$ cat src/rtl/add_seq_ctrl.sv
// add_seq_ctrl: nibble-serial wide adder controller.
// One shared 4-bit ripple adder (sum4b) is stepped over NIBBLES cycles,
// LSB nibble first, with the carry kept in a register between steps.
// Optional feature macro: SUB_EN (enables A-B via the sub input).

module sum4b (
    input  logic [3:0] a,
    input  logic [3:0] b,
    input  logic       ci,
    output logic [3:0] s,
    output logic       co
);
    logic [4:0] c;

    assign c[0] = ci;

    generate
        for (genvar gi = 0; gi < 4; gi++) begin : g_bit
            assign s[gi]   = a[gi] ^ b[gi] ^ c[gi];
            assign c[gi+1] = (a[gi] & b[gi]) | (c[gi] & (a[gi] ^ b[gi]));
        end
    endgenerate

    assign co = c[4];
endmodule

module add_seq_ctrl #(
    parameter int NIBBLES = 4
) (
    input  logic                 clk,
    input  logic                 rst,
    input  logic                 start,
    input  logic [4*NIBBLES-1:0] A,
    input  logic [4*NIBBLES-1:0] B,
    input  logic                 CI,
    input  logic                 sub,
    output logic                 busy,
    output logic                 done,
    output logic [4*NIBBLES-1:0] Sum,
    output logic                 Cout,
    output logic                 Ovf
);
    localparam int W  = 4 * NIBBLES;
    localparam int IW = $clog2(NIBBLES);

    typedef enum logic [1:0] {IDLE, RUN, DONE} state_t;

    state_t          state_reg, state_next;
    logic [W-1:0]    a_reg, b_reg, acc_reg, sum_reg;
    logic            carry_reg, cout_reg, ovf_reg;
    logic [IW-1:0]   idx_reg;
    logic            busy_reg, busy_next, done_reg, done_next;

    logic [W-1:0]    b_eff;
    logic            carry0;
    logic [3:0]      a_nib [NIBBLES];
    logic [3:0]      b_nib [NIBBLES];
    logic [3:0]      nib_a, nib_b, nib_s;
    logic            nib_co;
    logic            last_nib;
    logic [W-1:0]    acc_shift;

    // Operand conditioning at capture: subtraction is A + ~B + 1.
`ifdef SUB_EN
    assign b_eff  = sub ? ~B : B;
    assign carry0 = sub ? 1'b1 : CI;
`else
    logic unused_sub;
    assign unused_sub = sub;
    assign b_eff      = B;
    assign carry0     = CI;
`endif

    // Slice the captured operands into nibbles for the per-cycle select.
    generate
        for (genvar gi = 0; gi < NIBBLES; gi++) begin : g_nib
            assign a_nib[gi] = a_reg[4*gi +: 4];
            assign b_nib[gi] = b_reg[4*gi +: 4];
        end
    endgenerate

    assign nib_a     = a_nib[idx_reg];
    assign nib_b     = b_nib[idx_reg];
    assign last_nib  = (idx_reg == IW'(NIBBLES - 1));
    // New nibble enters at the top; after NIBBLES shifts nibble 0 sits at the bottom.
    assign acc_shift = {nib_s, acc_reg[W-1:4]};

    sum4b u_sum4b (
        .a  (nib_a),
        .b  (nib_b),
        .ci (carry_reg),
        .s  (nib_s),
        .co (nib_co)
    );

    // State register plus registered status flags.
    always_ff @(posedge clk or posedge rst) begin
        if (rst) begin
            state_reg <= IDLE;
            busy_reg  <= 1'b0;
            done_reg  <= 1'b0;
        end else begin
            state_reg <= state_next;
            busy_reg  <= busy_next;
            done_reg  <= done_next;
        end
    end

    // Next-state logic; status flags are derived from the next state so they register cleanly.
    always_comb begin
        state_next = state_reg;
        case (state_reg)
            IDLE:    if (start) state_next = RUN;
            RUN:     if (last_nib) state_next = DONE;
            DONE:    state_next = IDLE;
            default: state_next = IDLE;
        endcase
        busy_next = (state_next != IDLE);
        done_next = (state_next == DONE);
    end

    // Datapath: operand capture, nibble stepping and final result write.
    always_ff @(posedge clk or posedge rst) begin
        if (rst) begin
            a_reg     <= '0;
            b_reg     <= '0;
            acc_reg   <= '0;
            sum_reg   <= '0;
            carry_reg <= 1'b0;
            cout_reg  <= 1'b0;
            ovf_reg   <= 1'b0;
            idx_reg   <= '0;
        end else begin
            case (state_reg)
                IDLE: begin
                    if (start) begin
                        a_reg     <= A;
                        b_reg     <= b_eff;
                        carry_reg <= carry0;
                        idx_reg   <= '0;
                    end
                end
                RUN: begin
                    acc_reg   <= acc_shift;
                    carry_reg <= nib_co;
                    idx_reg   <= idx_reg + 1'b1;
                    if (last_nib) begin
                        sum_reg  <= acc_shift;
                        cout_reg <= nib_co;
                        // Sign of the result is the top bit of the last nibble.
                        ovf_reg  <= (a_reg[W-1] == b_reg[W-1]) && (nib_s[3] != a_reg[W-1]);
                    end
                end
                default: ;
            endcase
        end
    end

    assign busy = busy_reg;
    assign done = done_reg;
    assign Sum  = sum_reg;
    assign Cout = cout_reg;
    assign Ovf  = ovf_reg;
endmodule

$ cat config.mk
export PLATFORM = sky130hd
export DESIGN_NAME = add_seq_ctrl
export DESIGN_NICKNAME = d
export VERILOG_FILES = /design/src/rtl/add_seq_ctrl.sv
export SDC_FILE = /design/constraint.sdc
export NUM_CORES = 1
export LEC_CHECK = 0
export ABC_CLOCK_PERIOD_IN_PS = 3900
export CAP_MARGIN = 20
export CORE_MARGIN = 10
export CORE_UTILIZATION = 40
export CTS_CLUSTER_DIAMETER = 100
export DETAILED_ROUTE_END_ITERATION = 8
export GPL_TIMING_DRIVEN = 0
export SETUP_SLACK_MARGIN = 0.02
export SYNTH_ARGS = -nofsm -noshare
export SYNTH_HDL_FRONTEND = slang
export SYNTH_HIERARCHICAL = 1
export SYNTH_SLANG_ARGS = --single-unit
$ cat constraint.sdc
create_clock -name clk -period 3.9 [get_ports clk]
set_clock_uncertainty 0.05 [all_clocks]
set_input_delay 0.39 -clock clk [delete_from_list [all_inputs] [get_ports clk]]
set_output_delay 0.39 -clock clk [all_outputs]
set_load 0.005 [all_outputs]
==> impl_metrics.ini <==
[run_status]
status = finished, final reports clean

[finish]
regArea_sq_um = 1730
final_cells = 352
drive_above_1_share = 0.383
stdcell_area_sq_um = 3790
area_delta_synth_final_pct = 29.8
num-nets-final = 290
multi_input_area_sq_um = 1070
antenna_cells = 0
post-route-util = 0.528
fillerInstances = 632

[clock_network]
clkSinkCount = 69
cts_tree = built
clockBufferDepth = 2
post-cts-setup-buffers = 0
cts-root-buf = clkbuf_8
cts_resized = 0
insertion_delay_ps = 330
cts_buffers = 9
path_clk_slew_ps = 70
cts_max_level = 3
ctsHoldBuffers = 0

[place]
hpwl_um = 4050
place_congestion = 0.706
post_dp_cell_area_sq_um = 3590
place_ws_ps = 432
place_inst = 336
io_buffers = 55

[setup_path]
cp-start-kind = register
cp-endpoint = Ovf
cp_data_required_time_ps = 4050
regToRegSetupSlack_ps = 480
path_max_fanout = 9
r2r_cells = 13
r2r_end = Ovf
arrival_ps = 3570
crit_path_start = idx_reg[0]
r2r-start = idx_reg[0]
endpoint_kind = register
critPathKind = register to register

[synth]
ys_seq_area_frac = 0.592
synth_cell_types = 19
netlist_instances = 182
avgSynthCellArea_sq_um = 16.0
syn-cell-area_sq_um = 2920
synth_seq_cells = 69
yosys_warnings = 6
syn_nets = 224

[sta]
fmax_ghz = 0.292
period_share = 0.877
holdWs_ps = 454
timing.slew.headroom = 0.439
setup_viol_count_final = 0
rsz0062_at_grt = false
worst_slack_ps = 480
hold_viol = 0
tightest_slew_ps = 842
slew_viol_final = 0
tns_ps = 0
period_minus_slack_ps = 3420

[detailed_routing]
ant_nets = 0
wl_per_cell_um = 15.5
drt-pass1-iter-count = 5
drc = 0
drtIter0Drc = 41
vias = 1655
vias_per_cell = 4.70
wirelength_um = 5460

[grt]
grt_pass1_vias = 1836
track_usage = 0.103
grt_pass1_wl_um = 9230
overflow = 0
antenna_found_initial = 0
grt_max_degree = 70

[job]
cap_violations = 0

[pwr]
p_leak_nw = 1.63
powerDensity_nw_per_um2 = 901
finalPower_mw = 3.41
vdd_drop_max_v = 0.000319

[floorplan]
core-area_sq_um = 7180
start_util = 0.407
fp.dieArea_sq_um = 11100
die_y_um = 105
io_pins = 57
fp.dieW_um = 105
num_rows = 31

[worst_hold_path]
hold_path_class = register to register
whs_path_depth = 1
[cells in the mapped netlist]
cell,count,area (sq um)
ha_1,1,12.5
nand3b_1,1,7.51
a21oi_1,3,15.0
dfrtp_1,69,1730
buf_2,5,25.0
mux4_2,8,180
and3b_2,1,10.0
nor2_1,1,3.75
buf_6,4,45.0
o21ai_0,2,10.0
a22o_1,1,8.76
fa_1,4,80.1
mux2_2,62,698
nor3b_2,1,12.5
and3b_1,1,8.76
inv_1,14,52.6
o21bai_1,1,7.51
nand2_1,2,7.51
nor2b_1,1,6.26
[critical path: stages (launching register included)]
cell,delay (ps)
dfrtp_1,350
buf_2,290
mux4_2,590
fa_1,430
inv_1,70
fa_1,150
inv_1,50
fa_1,350
inv_1,70
fa_1,400
inv_1,120
and3b_1,190
a21oi_1,100
o21ai_0,80
[cells in the final DEF (no fill, tap or decap)]
master,Yosys,layout
dfrtp_1,69,69
mux2_2,62,62
clkdlybuf4s50_1,0,55
inv_1,14,13
clkbuf_8,0,10
mux4_2,8,8
buf_2,5,5
buf_6,4,4
clkinv_2,0,4
fa_1,4,4
a21oi_1,3,3
nand2_1,2,2
o21ai_0,2,2
nor3b_2,1,1
nor2b_1,1,1
o21bai_1,1,1
nand3b_1,1,1
inv_4,0,1
a22o_1,1,1
nor2_1,1,1
and3b_1,1,1
and3b_2,1,1
ha_1,1,1
bufinv_16,0,1
clkbuf_1,0,1
[worst min-delay path by stage]
stage	slack (ps)	end	startpoint
2_1_floorplan	420	carry_reg	carry_reg
3_3_place_gp	430	b_reg[13]	b_reg[13]
3_5_place_dp	440	Sum[9]	Sum[9]
4_1_cts	460	Sum[9]	Sum[9]
5_1_grt	470	b_reg[8]	b_reg[8]
6_report	450	Sum[0]	acc_reg[4]
[layer usage]
layer | up-vias | track usage | share of wire
li1 | 767 | - | -
met3 | 8 | 0.0371 | 0.070
met2 | 45 | 0.154 | 0.46
met1 | 835 | 0.132 | 0.46
met4 | 0 | 0.0441 | 0.011
met5 | - | 0 | 0
[final cells by class]
| cell class | count | share of cell area |
|---|---|---|
| Timing Repair Buffer | 55 | 0.145 |
| Clock inverter | 5 | 0.0132 |
| Inverter | 14 | 0.0145 |
| Tap cell | 99 | 0.0327 |
| Clock buffer | 11 | 0.0373 |
| Multi-Input combinational cell | 90 | 0.282 |
| Buffer | 9 | 0.0185 |
| Sequential cell | 69 | 0.456 |
[kinds of logic after synthesis]
kind of cell	synth area share
DFF	0.592
AOI/OAI and AO/OA	0.0142
muxes	0.301
and+or+nand+nor	0.0193
adders and majority gates	0.0317
buffers and inverters	0.0420
[where the power goes]
part / switching, mW / internal [mW]
Clock: 0.249 / 0.309
Sequential: 0.194 / 1.10
Combinational: 0.613 / 0.951
Total: 1.06 / 2.36
Power figures use the tool's default switching activity.
